===== src/rtl/regfile_pkg.sv =====
// Shared register-file constants for the write-back scheduler.
//   REG_COUNT : architectural registers, including the hardwired-zero one
//   ADDR_W    : register index width
//   ZERO_REG  : index of the hardwired-zero register (never written, never busy)
//   req_id_e  : identifies a write-back requester (ALU or memory load)
package regfile_pkg;

  localparam int unsigned REG_COUNT = 32;
  localparam int unsigned ADDR_W    = 5;
  localparam logic [ADDR_W-1:0] ZERO_REG = 5'd31;

  typedef enum logic {
    ReqAlu = 1'b0,
    ReqMem = 1'b1
  } req_id_e;

endpackage


===== src/rtl/rr_arbiter_2.sv =====
// Two-way round-robin arbiter. When both requesters are valid the one not
// granted most recently wins; the pointer moves only on a completed grant.
// Grants are forced low while reset is high.
//   clock, reset   : clock and synchronous active-high reset
//   valid0, valid1 : request lines
//   grant0, grant1 : one-hot-or-zero grants (combinational)
module rr_arbiter_2
  import regfile_pkg::*;
(
  input  logic clock,
  input  logic reset,
  input  logic valid0,
  input  logic valid1,
  output logic grant0,
  output logic grant1
);

  // Requester favoured on the next contended cycle.
  req_id_e prio_q, prio_d;

  always_comb begin
    grant0 = 1'b0;
    grant1 = 1'b0;
    prio_d = prio_q;
    if (!reset) begin
      grant0 = valid0 && (!valid1 || (prio_q == ReqAlu));
      grant1 = valid1 && (!valid0 || (prio_q == ReqMem));
    end
    if (grant0) begin
      prio_d = ReqMem;
    end else if (grant1) begin
      prio_d = ReqAlu;
    end
  end

  always_ff @(posedge clock) begin
    if (reset) begin
      prio_q <= ReqAlu;
    end else begin
      prio_q <= prio_d;
    end
  end

endmodule


===== src/rtl/regfile_write_scheduler.sv =====
// Write-back scheduler for the register file write port. Arbitrates between
// the ALU and the memory-load write-back paths, tracks destinations reserved
// by the issue stage (busy vector) and answers read-operand hazard queries.
//   clock, reset                      : clock, synchronous active-high reset
//   req{0,1}_valid/addr/data/ready    : write-back request handshakes
//   reserve_valid/addr/ready          : issue-stage destination reservation
//   select_{a,b}, hazard_{a,b}        : pending-write query per read operand
//   write, address, data_in           : registered register-file write port
//   busy_count                        : number of registers awaiting a write
module regfile_write_scheduler
  import regfile_pkg::*;
#(
  parameter int unsigned n = 64
) (
  input  logic              clock,
  input  logic              reset,
  input  logic              req0_valid,
  input  logic [ADDR_W-1:0] req0_addr,
  input  logic [n-1:0]      req0_data,
  output logic              req0_ready,
  input  logic              req1_valid,
  input  logic [ADDR_W-1:0] req1_addr,
  input  logic [n-1:0]      req1_data,
  output logic              req1_ready,
  input  logic              reserve_valid,
  input  logic [ADDR_W-1:0] reserve_addr,
  output logic              reserve_ready,
  input  logic [ADDR_W-1:0] select_a,
  input  logic [ADDR_W-1:0] select_b,
  output logic              hazard_a,
  output logic              hazard_b,
  output logic              write,
  output logic [ADDR_W-1:0] address,
  output logic [n-1:0]      data_in,
  output logic [5:0]        busy_count
);

  logic                   write_q, write_d;
  logic [ADDR_W-1:0]      address_q, address_d;
  logic [n-1:0]           data_q, data_d;
  logic [REG_COUNT-2:0]   busy_q, busy_d;
  // Busy vector padded with a constant-zero bit for the hardwired-zero
  // register, so any 5-bit index reads it without a special case.
  logic [REG_COUNT-1:0]   busy_ext;
  logic [REG_COUNT-1:0]   set_ext, clr_ext;

  rr_arbiter_2 u_arb (
    .clock  (clock),
    .reset  (reset),
    .valid0 (req0_valid),
    .valid1 (req1_valid),
    .grant0 (req0_ready),
    .grant1 (req1_ready)
  );

  assign busy_ext      = {1'b0, busy_q};
  assign reserve_ready = reset | ~busy_ext[reserve_addr];
  assign hazard_a      = busy_ext[select_a];
  assign hazard_b      = busy_ext[select_b];

  always_comb begin
    write_d   = 1'b0;
    address_d = address_q;
    data_d    = data_q;
    if (req0_ready) begin
      write_d   = (req0_addr != ZERO_REG);
      address_d = req0_addr;
      data_d    = req0_data;
    end else if (req1_ready) begin
      write_d   = (req1_addr != ZERO_REG);
      address_d = req1_addr;
      data_d    = req1_data;
    end
  end

  // Set is applied after clear so a same-edge reservation wins.
  always_comb begin
    set_ext = '0;
    clr_ext = '0;
    if (reserve_valid && reserve_ready) begin
      set_ext = REG_COUNT'(1) << reserve_addr;
    end
    if (write_q) begin
      clr_ext = REG_COUNT'(1) << address_q;
    end
    busy_d = (busy_q & ~clr_ext[REG_COUNT-2:0]) | set_ext[REG_COUNT-2:0];
  end

  always_comb begin
    busy_count = '0;
    for (int i = 0; i < REG_COUNT - 1; i++) begin
      busy_count = busy_count + 6'(busy_q[i]);
    end
  end

  always_ff @(posedge clock) begin
    if (reset) begin
      write_q   <= 1'b0;
      address_q <= '0;
      data_q    <= '0;
      busy_q    <= '0;
    end else begin
      write_q   <= write_d;
      address_q <= address_d;
      data_q    <= data_d;
      busy_q    <= busy_d;
    end
  end

  assign write   = write_q;
  assign address = address_q;
  assign data_in = data_q;

endmodule


===== config.mk =====
export PLATFORM = sky130hd
export DESIGN_NAME = regfile_write_scheduler
export DESIGN_NICKNAME = d
export VERILOG_FILES = /design/src/rtl/regfile_pkg.sv /design/src/rtl/rr_arbiter_2.sv /design/src/rtl/regfile_write_scheduler.sv
export SDC_FILE = /design/constraint.sdc
export NUM_CORES = 1
export LEC_CHECK = 0
export CAP_MARGIN = 10
export CELL_PAD_IN_SITES_DETAIL_PLACEMENT = 0
export CELL_PAD_IN_SITES_GLOBAL_PLACEMENT = 2
export CORE_MARGIN = 2
export CORE_UTILIZATION = 25
export DETAILED_ROUTE_END_ITERATION = 10
export PLACE_DENSITY = 0.8
export SLEW_MARGIN = 20
export SYNTH_ARGS = -nofsm -noshare
export SYNTH_HDL_FRONTEND = slang
export SYNTH_HIERARCHICAL = 1
export SYNTH_SLANG_ARGS = --single-unit

===== constraint.sdc =====
create_clock -name clock -period 6.5 [get_ports clock]
set_input_delay 1.3 -clock clock [delete_from_list [all_inputs] [get_ports clock]]
set_output_delay 1.3 -clock clock [all_outputs]
set_load 0.01 [all_outputs]

Word-level counts from Yosys, hierarchy flattened
Index checks and enable logic that the tools add are counted.
{"block": "totals", "regBits": 102, "inputBits": 158, "out_inout_bits": 81}
{"block": "op_classes", "addsub": 30, "n_lt_le_gt_ge": 3, "n_eq_ne": 2, "n_shift": 2, "muxes": 18, "bitwise_logic": 6, "reduce_logical": 8}
{"operator": "$add 6x1->6", "count": 25}
{"operator": "$mux 64", "count": 2}
{"operator": "$mux 31", "count": 2}
{"operator": "$shl 1x5->31 const A", "count": 2}
{"operator": "$and 31x31->31", "count": 1}
{"operator": "$not 31->31", "count": 1}
{"operator": "$or 31x31->31", "count": 1}
{"operator": "$lt 5x6->1 const B", "count": 3}
{"operator": "$bmux 1 s5", "count": 3}
{"operator": "$mux 5", "count": 2}
{"operator": "$ne 5x5->1 const B", "count": 2}
{"operator": "$mux 1", "count": 9}
{"operator": "$add 5x1->6", "count": 1}
{"operator": "$add 4x1->5", "count": 1}
{"operator": "$add 3x1->4", "count": 1}
{"operator": "$add 2x1->3", "count": 1}
{"operator": "$logic_and 1x1->1", "count": 3}
{"operator": "$add 1x1->2", "count": 1}
{"operator": "$logic_not 1->1", "count": 2}
{"operator": "$logic_or 1x1->1", "count": 2}
{"operator": "$not 1->1", "count": 2}
{"operator": "$reduce_bool 2->1", "count": 1}
{"operator": "$or 1x1->1", "count": 1}

Depth between registers and ports, before layout
{"block": "depth", "ltp_word": 30, "ltp_mapped": 16, "ltp_nobuf": 16}

Hierarchy
The synthesis kept the hierarchy.
{"module": "regfile_write_scheduler", "instances": 1, "cells_each": 674, "area_per_inst_um2": 5939.4, "seq_area_each_um2": 2021.9}
{"module": "rr_arbiter_2", "instances": 1, "cells_each": 6, "area_per_inst_um2": 61.3, "seq_area_each_um2": 20.0}

Worst setup path before layout
Ideal clock, no wire load.
{"block": "synth_path", "path_kind": "reg-to-output", "startpoint": "register busy_q[23]", "endpoint": "output busy_count[4]", "arrival_time_ns": 4.786, "setup_slack_ns": 0.414, "stages_incl_launch_ff": 16, "path_buffers": 0, "cell_sequence": "dfxtp_1 inv_1 fa_1 fa_1 inv_1 fa_1 inv_1 fa_1 fa_1 fa_1 inv_1 fa_1 fa_1 a21o_1 a21oi_1 xnor2_1"}
{"block": "synth_via", "elab_chain_len": 8}
{"element": "from (decl)", "line_no": "regfile_write_scheduler.sv:41", "rtl": "logic [REG_COUNT-2:0] busy_q, busy_d;"}
{"element": "from (signal assigned)", "line_no": "regfile_write_scheduler.sv:106", "rtl": "busy_q <= busy_d;"}
{"element": "$add 6x1->6 (8 in a row)", "line_no": "regfile_write_scheduler.sv:92", "rtl": "busy_count = busy_count + 6'(busy_q[i]);"}
{"element": "to (decl)", "line_no": "regfile_write_scheduler.sv:35", "rtl": "output logic [5:0] busy_count"}
Every way passes these cells.

Worst setup path in the final report
{"block": "layout_path", "startpoint": "register busy_q[17]", "endpoint": "output busy_count[4]"}
{"block": "layout_via", "elab_chain_len": 14}
{"element": "$add 6x1->6 (14 in a row)", "line_no": "regfile_write_scheduler.sv:92"}
Every way passes these cells.

==> metrics <==
grt peak-use layer met2; largest net degree at the start of global routing 109; status finished clean; GR Util met3 0.0706; Clk Latency, worst-skew pair 0.35 ns; Worst Skew 0.00932 ns; Hold Crit Class reg2reg; via count 5755; Worst Max-Slew Pin Slew 1.07 ns; fin crit period 6.42 ns; Clock transition at path regs 0.08 ns; Final Hold Vio Count 0; Initial Utilization 0.255; crit path from busy_q[17]$_SDFF_PP0_; Mapped Nets 868; clk root buf clkbuf_16; final setup fails 0; GRT Residual Overflow 0; Placer Congestion 0.835; CP Launch Type flop; Worst Hold Launch u_arb/prio_q$_SDFFE_PP0P_; Post-synth EDFFs 0; layout net count 1096; post-DR vias/cell 4.66; CP Class reg2out; synth warn 6; H-tree depth 3; remaining antenna violation count 0; required time of the critical path 5.20 ns; Worst path slowest cell fa_1; FF+latch count, synth 102; final wirelength 21100 um; critical path's largest stage delay 0.55 ns; average routed wire per standard cell 17.1 um; leading cell type in the layout, fill and taps excluded clkdlybuf4s50_1; num ports 239; Critical Path AT 5.12 ns; initial antenna violation count 2; top area cells in the synthesized netlist dfxtp_1 (34%), mux2i_1 (14%), nor2_1 (9.0%), mux4_2 (7.9%), fa_1 (7.7%); Layout Area Growth over Synthesis 51.3%; Synth Flop Type dfxtp_1; met1 GRT Util 0.200; cts bufs inserted 9; CTS Buffer Depth 2; nature of the critical path endpoint primary output; WHS 0.526 ns; critical path peak fanout 2; P_leak 3.44 nW; post-synth top area cell dfxtp_1; MaxCap Viol Count 0; Tcrit/Tclk final 0.988; # rows 56; Top cell by count, worst path fa_1; total clock sinks 102; Core ar. 23500 um^2; GRT Total Usage 0.166; fraction of layout cells with a size suffix above 1 0.0865; Die W 159 um; fmax 156 MHz; RSZ-0062 raised after global routing true; post-synthesis sequential area ratio 0.340; first-pass GRT wire length 33100 um; Post-synth ARST share 0; vias in the first global route 5732; met2 usage 0.270; most frequent cells in the layout clkdlybuf4s50_1 (232), nor2_1 (144), dfxtp_1 (101); Worst VDD drop 0.146 mV; power per cell area 175 nW/um^2; Port Buffer Count 238; cell count after synthesis 680; DRC errors left 0; Detail Placement HPWL 16100 um; critical path, cell by cell fa_1, inv_2, fa_1, inv_1, fa_1, inv_1, fa_1, fa_1, fa_1, inv_2, fa_2, fa_2, a21o_1, a21oi_2, xnor2_1, buf_2; pins over their slew limit 0; Setup TNS 0 ns; Rel. slew slack 0.290; starting DRC count in detailed routing 346; die area 25300 um^2; Pre-antenna DRT Iters 5; synthesized area 6000 um^2; FF-to-FF Start u_arb/prio_q$_SDFFE_PP0P_; Avg Inst Size Synth 8.82 um^2; Synth top area share 0.340; Die Y 159 um; Yosys cell types 43; CTS tree done
## stage by stage
step                      cell area (um^2)  power (W)  utilization  instances  setup WS [ns]
after detailed placement              8780    0.00106        0.373       1215         -0.161
after global routing                  9070    0.00167        0.385       1232         -0.108
after global placement                8780    0.00106        0.373       1215         -0.141
after floorplan                       6000   0.000857            -        680          0.414
final                                 9080    0.00159        0.386       1234         0.0769
after CTS                             9070    0.00161        0.385       1231       0.000119
## flip-flops by register name, indices dropped and copies added (netlist names)
register      cells
data_in          64
busy_q           31
write             1
u_arb/prio_q      1
address           5
## cells in the mapped netlist (3+ instances only)
library cell,n
dfxtp_1,102
nor3b_1,9
nand4_1,4
nor2_1,144
inv_1,51
nand3_1,16
o21ai_0,24
o2111ai_1,3
o311ai_0,4
mux2i_1,81
ha_1,7
clkbuf_1,34
buf_2,11
mux4_2,21
a21oi_1,71
fa_1,23
o32ai_1,8
o211a_1,3
o211ai_1,7
nand2_1,24
## power by group
| group | switching (W) | total, W | internal (W) | leakage [nW] |
|---|---|---|---|---|
| logic | 0.000159 | 0.000367 | 0.000208 | 2.47 |
| registers | 0.0000231 | 0.000680 | 0.000656 | 0.833 |
| clock network | 0.000257 | 0.000541 | 0.000285 | 0.136 |
## layer usage
layer	routed length [um]	up-vias
met5	0	-
met4	442	0
met3	2320	27
met2	9740	216
met1	8590	2698
li1	-	2814
## repair_timing
action,CTS,global route
hold buffers,0,0
buffers inserted,0,1
gates resized for setup,12,9
cloned,0,0
endpoints found under the setup margin,5,3
pin swaps,0,9
## layout make-up
class / count / area (um^2)
Antenna cell: 2 / 5.00
Tap cell: 319 / 399
Inverter: 51 / 191
Sequential cell: 102 / 2040
Multi-Input combinational cell: 481 / 3600
Timing Repair Buffer: 263 / 2540
Clock buffer: 11 / 253
Fill cell: 2472 / 14500
Clock inverter: 5 / 42.5
## critical path: cells and delay by family (launching register included)
| kind | cells | cell delay [ns] |
|---|---|---|
| adder cells (fa/ha/maj) | 8 | 3.69 |
| flip-flops | 1 | 0.33 |
| buffers and inverters | 5 | 0.33 |
| AO/OA/AOI/OAI | 2 | 0.30 |
| XOR/XNOR | 1 | 0.12 |
## final timing paths
kind                            cells past startpoint  slack (ns)                        end
worst max register to register                      8        3.99   data_in[28]$_SDFFE_PP0P_
worst max-delay path                               16        0.08              busy_count[4]
worst min-delay path                                1        0.53  u_arb/prio_q$_SDFFE_PP0P_
worst min register to register                      1        0.53  u_arb/prio_q$_SDFFE_PP0P_
## kinds of logic (layout without fill, tap and decap cells)
group,count (synthesis),count (layout),synth area share
muxes,104,104,0.218
buffers and inverters,97,330,0.0636
DFF,102,102,0.340
and+or+nand+nor,211,211,0.150
AOI/OAI and AO/OA,133,133,0.132
xor gates and xnor gates,3,3,0.00438
other,0,2,0
adders and majority gates,30,30,0.0913
No activity file was read; power rests on OpenSTA's default activity.
